## src/rtl/pwm_pkg.sv

```systemverilog
// pwm_pkg: types and defaults shared by the PWM generator and capture.
// CNT_W default is common so settings and measurements compare directly.
package pwm_pkg;

  localparam int PWM_CNT_W       = 16;
  localparam int PWM_SYNC_STAGES = 2;

  typedef enum logic [1:0] {
    ST_IDLE,
    ST_ARM,
    ST_HIGH,
    ST_LOW
  } cap_state_t;

endpackage

```

## src/rtl/sync_edge.sv

```systemverilog
// sync_edge: async-reset synchroniser chain plus delay flop,
// giving the synchronised level and one-cycle rise/fall pulses.
module sync_edge #(
  parameter int SYNC_STAGES = 2
) (
  input  logic clk,
  input  logic rst,
  input  logic i_d,
  output logic o_s,
  output logic o_rise,
  output logic o_fall
);

  logic [SYNC_STAGES-1:0] r_sync;
  logic                   r_dly;

  always_ff @(posedge clk or negedge rst) begin
    if (!rst) begin
      r_sync <= '0;
      r_dly  <= 1'b0;
    end else begin
      r_sync <= {r_sync[SYNC_STAGES-2:0], i_d};
      r_dly  <= r_sync[SYNC_STAGES-1];
    end
  end

  assign o_s    = r_sync[SYNC_STAGES-1];
  assign o_rise = o_s & ~r_dly;
  assign o_fall = ~o_s & r_dly;

endmodule

```

## src/rtl/pwm_capture.sv

```systemverilog
// pwm_capture: measures period and high time of each complete PWM
// cycle in clk cycles, with valid and timeout strobes.
module pwm_capture
  import pwm_pkg::*;
#(
  parameter int CNT_W       = PWM_CNT_W,
  parameter int SYNC_STAGES = PWM_SYNC_STAGES
) (
  input  logic             clk,
  input  logic             rst,
  input  logic             pwm_in,
  output logic [CNT_W-1:0] period_out,
  output logic [CNT_W-1:0] high_out,
  output logic             meas_valid,
  output logic             timeout
);

  localparam logic [CNT_W-1:0] CNT_MAX = '1;
  localparam logic [CNT_W-1:0] CNT_ONE = CNT_W'(1);
  localparam int               WARM_W  = $clog2(SYNC_STAGES + 1);
  localparam logic [WARM_W-1:0] WARM_DONE = WARM_W'(SYNC_STAGES);

  logic             w_s;
  logic             w_rise;
  logic             w_fall;
  logic             w_sat;
  logic             w_warm;
  cap_state_t       r_state;
  logic [CNT_W-1:0] r_per;
  logic [CNT_W-1:0] r_hi;
  logic [WARM_W-1:0] r_warm;

  sync_edge #(
    .SYNC_STAGES(SYNC_STAGES)
  ) u_sync (
    .clk   (clk),
    .rst   (rst),
    .i_d   (pwm_in),
    .o_s   (w_s),
    .o_rise(w_rise),
    .o_fall(w_fall)
  );

  // The chain holds reset zeros until it has refilled; trusting s
  // earlier would mistake an input held high for a low-then-rise.
  assign w_warm = (r_warm == WARM_DONE);
  assign w_sat  = (r_per == CNT_MAX);

  always_ff @(posedge clk or negedge rst) begin
    if (!rst) begin
      r_state    <= ST_IDLE;
      r_per      <= '0;
      r_hi       <= '0;
      r_warm     <= '0;
      period_out <= '0;
      high_out   <= '0;
      meas_valid <= 1'b0;
      timeout    <= 1'b0;
    end else begin
      meas_valid <= 1'b0;
      timeout    <= 1'b0;
      if (!w_warm)
        r_warm <= r_warm + 1'b1;
      unique case (r_state)
        ST_IDLE: begin
          if (w_warm && !w_s)
            r_state <= ST_ARM;
        end
        ST_ARM: begin
          if (w_rise) begin
            r_per   <= CNT_ONE;
            r_hi    <= CNT_ONE;
            r_state <= ST_HIGH;
          end
        end
        ST_HIGH: begin
          if (w_sat) begin
            timeout <= 1'b1;
            r_state <= ST_IDLE;
          end else begin
            r_per <= r_per + CNT_ONE;
            if (w_fall)
              r_state <= ST_LOW;
            else
              r_hi <= r_hi + CNT_ONE;
          end
        end
        ST_LOW: begin
          if (w_rise) begin
            period_out <= r_per;
            high_out   <= r_hi;
            meas_valid <= 1'b1;
            r_per      <= CNT_ONE;
            r_hi       <= CNT_ONE;
            r_state    <= ST_HIGH;
          end else if (w_sat) begin
            timeout <= 1'b1;
            r_state <= ST_IDLE;
          end else begin
            r_per <= r_per + CNT_ONE;
          end
        end
        default: r_state <= ST_IDLE;
      endcase
    end
  end

endmodule

```

## config.mk

```make
export PLATFORM = sky130hd
export DESIGN_NAME = pwm_capture
export DESIGN_NICKNAME = d
export VERILOG_FILES = /design/src/rtl/pwm_pkg.sv /design/src/rtl/sync_edge.sv /design/src/rtl/pwm_capture.sv
export SDC_FILE = /design/constraint.sdc
export NUM_CORES = 1
export LEC_CHECK = 0
export CAP_MARGIN = 0
export CORE_ASPECT_RATIO = 1.25
export CORE_UTILIZATION = 40
export DETAILED_ROUTE_END_ITERATION = 12
export MAX_ROUTING_LAYER = met4
export PLACE_DENSITY = 0.59
export SYNTH_ARGS = -nofsm -noshare
export SYNTH_HDL_FRONTEND = slang
export SYNTH_HIERARCHICAL = 1
export SYNTH_SLANG_ARGS = --single-unit
```

## constraint.sdc

```tcl
create_clock -name clk -period 2 [get_ports clk]
set_input_delay 0.5 -clock clk [delete_from_list [all_inputs] [get_ports clk]]
set_output_delay 0.5 -clock clk [all_outputs]
set_load 0.01 [all_outputs]
```

==> impl_metrics.ini <==
[run_status]
status = completed

[setup_path]
cp_max_fo = 10
crit_type = flip-flop to flip-flop
crit_path_start_kind = flip-flop
crit_path_cell_trace = ha_1 -> nand4_1 -> o41ai_4 -> buf_4 -> or4_2 -> a21oi_1
rr_worst_depth = 6
max_stage_delay_ns = 0.64
cp.depth = 6
crit_required_ns = 2.27
crit_path_start = r_per[0]
crit_family = simple AND/OR/NAND/NOR gates
crit_arrival_ns = 2.19
r2r_start = r_per[0]
endpoint = r_hi[4]
cp_slowest_cell = or4_2
worstPathBufferInverterCount = 1
r2r_setup_slack_ns = 0.07
worstSetupEndpointType = flip-flop
timing.rr.end = r_hi[4]

[logic_synthesis]
synth.avg_cell_area_sq_um = 11.7
syn_area_sq_mm = 0.00332
synth.net_count = 291
syn_inst = 285
ys_warn_count = 6
async_flop_share_pct = 100
synth-seq-cells = 73
yosysSeqAreaShare_pct = 55.0
yosysUniqueCellTypes = 48
synth_top_flop_cell = dfrtp_1
synth_edf_count = 0
netlist.area_leader.share_pct = 55.0
synthTopCellsByArea = dfrtp_1, mux2_2, nand2_1, a21oi_1, o31ai_1
synth_top_cell_by_area = dfrtp_1

[floorplan]
floorplan.initialDensity_pct = 41.9
fp.dieW_um = 83.5
pin_count = 37
dieArea_sq_mm = 0.00867
core_area_sq_mm = 0.00793
row_count = 36
die-height_um = 104

[drt]
vias_per_cell = 5.53
remaining_drc_errors = 0
firstDrtPassIters = 4
wire_per_inst_um = 15.0
drt_wl_total_mm = 6.59
wl_met3_um = 186
drt_iter0_markers = 129
m1WireLength_mm = 2.98
highest_layer = met4
drtAntennaViolNets = 0
dr_wl_met2_mm = 3.27
vias = 2434

[sta]
setup_viol = 0
finClkSkew_ns = 0.00761
post-route-period-util_pct = 96.3
post-route-min-period_ns = 1.93
rsz0062_at_grt = false
hold_viol = 0
hold_ws_ns = 0.159
fmax_ghz = 0.519
finalMaxSlewViolations = 0
fin_tns_setup_ns = 0
slew_headroom_pct = 66.6
worst_pin_slew_ns = 0.496

[global_routing]
grt_usage_pct = 17.3
grt_pass1_vias = 2437
grt_max_degree = 74
grt_pass1_wl_mm = 11.6
overflow = 0
grt_antenna_before_repair = 0

[cells_and_area]
antenna_cells = 0
nets = 346
layout_commonest_cell = dfrtp_1
final_cell_mix = dfrtp_1, clkdlybuf4s50_1, mux2_2, nand2_1, buf_4
drive_above_1_share_pct = 23.2
syn2layout_area_growth_pct = 24.1

[run]
maxCapViolations = 0

[clock_network]
tritoncts = built
clk_latency_ns = 0.34
clockRootBuffer = clkbuf_8
cts.sinks = 73
htree_num_levels = 3
cts_buffers = 9
clockBufferDepth = 2
cts_hold_buf = 0
clk_pin_slew_worst_paths_ns = 0.08

[hold_path]
hold_path_class = primary input to async pin

[power]
p_per_area_mw_per_mm2 = 941
leakage_nw = 1.88
irDropWorstVdd_mv = 0.666

[place]
gp_congestion = 0.765
port-buffer-count = 36
dp_hpwl_mm = 4.51
[kinds of logic after synthesis]
kind of cell	share of synthesized area, %
compound gates	10.8
xor+xnor	0.791
fa+ha+maj	1.13
buf+inv	3.13
flops	55.0
mux	11.6
simple gates	17.5
[cell usage after synthesis, types with 2 or more instances]
master    number
a21oi_1       19
o21ai_0       13
or3_1          7
xor2_1         2
and3_1         4
mux2i_1        7
or4_2          3
nand4_1       10
nor4_1         2
nand4_4        2
nor2b_1        2
o31ai_1       10
and4_1         2
mux2_2        28
or4_1          8
buf_6          2
buf_2          5
nand2b_1       2
dfrtp_1       73
clkbuf_1       4
nor2_1         8
nand3_1        8
or2_0          2
inv_1          9
ha_1           3
nor3_1         3
nand2_1       26
[worst min path at each step]
stage               slack, ns        startpoint          endpoint  cells after the start
global route             0.21               rst           r_hi[9]                      2
global placement         0.34  u_sync/r_sync[0]  u_sync/r_sync[1]                      0
floorplan                0.20               rst       high_out[0]                      0
CTS                      0.19               rst       high_out[9]                      2
finish                   0.16               rst      high_out[11]                      2
detailed placement       0.34  u_sync/r_sync[0]  u_sync/r_sync[1]                      0
[sequential cells by signal (all words and copies together) (netlist names), 2 cells and up]
register / flops
period_out: 16
r_hi: 16
r_per: 16
r_warm: 2
high_out: 16
r_state: 2
u_sync/r_sync: 2
[area by class of cell]
class	count	area (sq um)
fill	698	3810
sequential	73	1830
multi-input combinational	191	1390
timing repair buffer	56	518
clock buffer	11	151
tap	95	119
clock inverter	5	77.6
inverter	9	33.8
[what timing repair did]
| action | 4_1_cts | 5_1_grt |
|---|---|---|
| endpoints found under the setup margin | 0 | 1 |
| buffers inserted | 0 | 0 |
| resized for setup | 0 | 1 |
[metrics by stage]
stage	util, %	worst slack, ns	instances	instance area [sq um]	total power, mW
finish	52.0	0.0742	440	4120	3.88
global placement	49.0	0.135	424	3890	2.58
floorplan	-	0.149	285	3320	2.23
global route	52.0	0.00833	440	4120	4.11
CTS	51.9	0.0665	440	4120	3.92
detailed placement	49.0	0.0773	424	3890	2.60
[where the power goes]
part / switching, mW / internal (mW) / leakage, nW
Combinational: 0.344 / 0.395 / 0.791
Sequential: 0.171 / 1.66 / 0.976
Clock: 0.544 / 0.766 / 0.115
[routing by layer]
metal | track usage (%) | vias up
li1 | - | 1165
met1 | 20.6 | 1206
met2 | 28.4 | 48
met3 | 3.10 | 15
met4 | 7.99 | 0
met5 | - | -
Note: power is estimated with default switching activity, not from simulation.
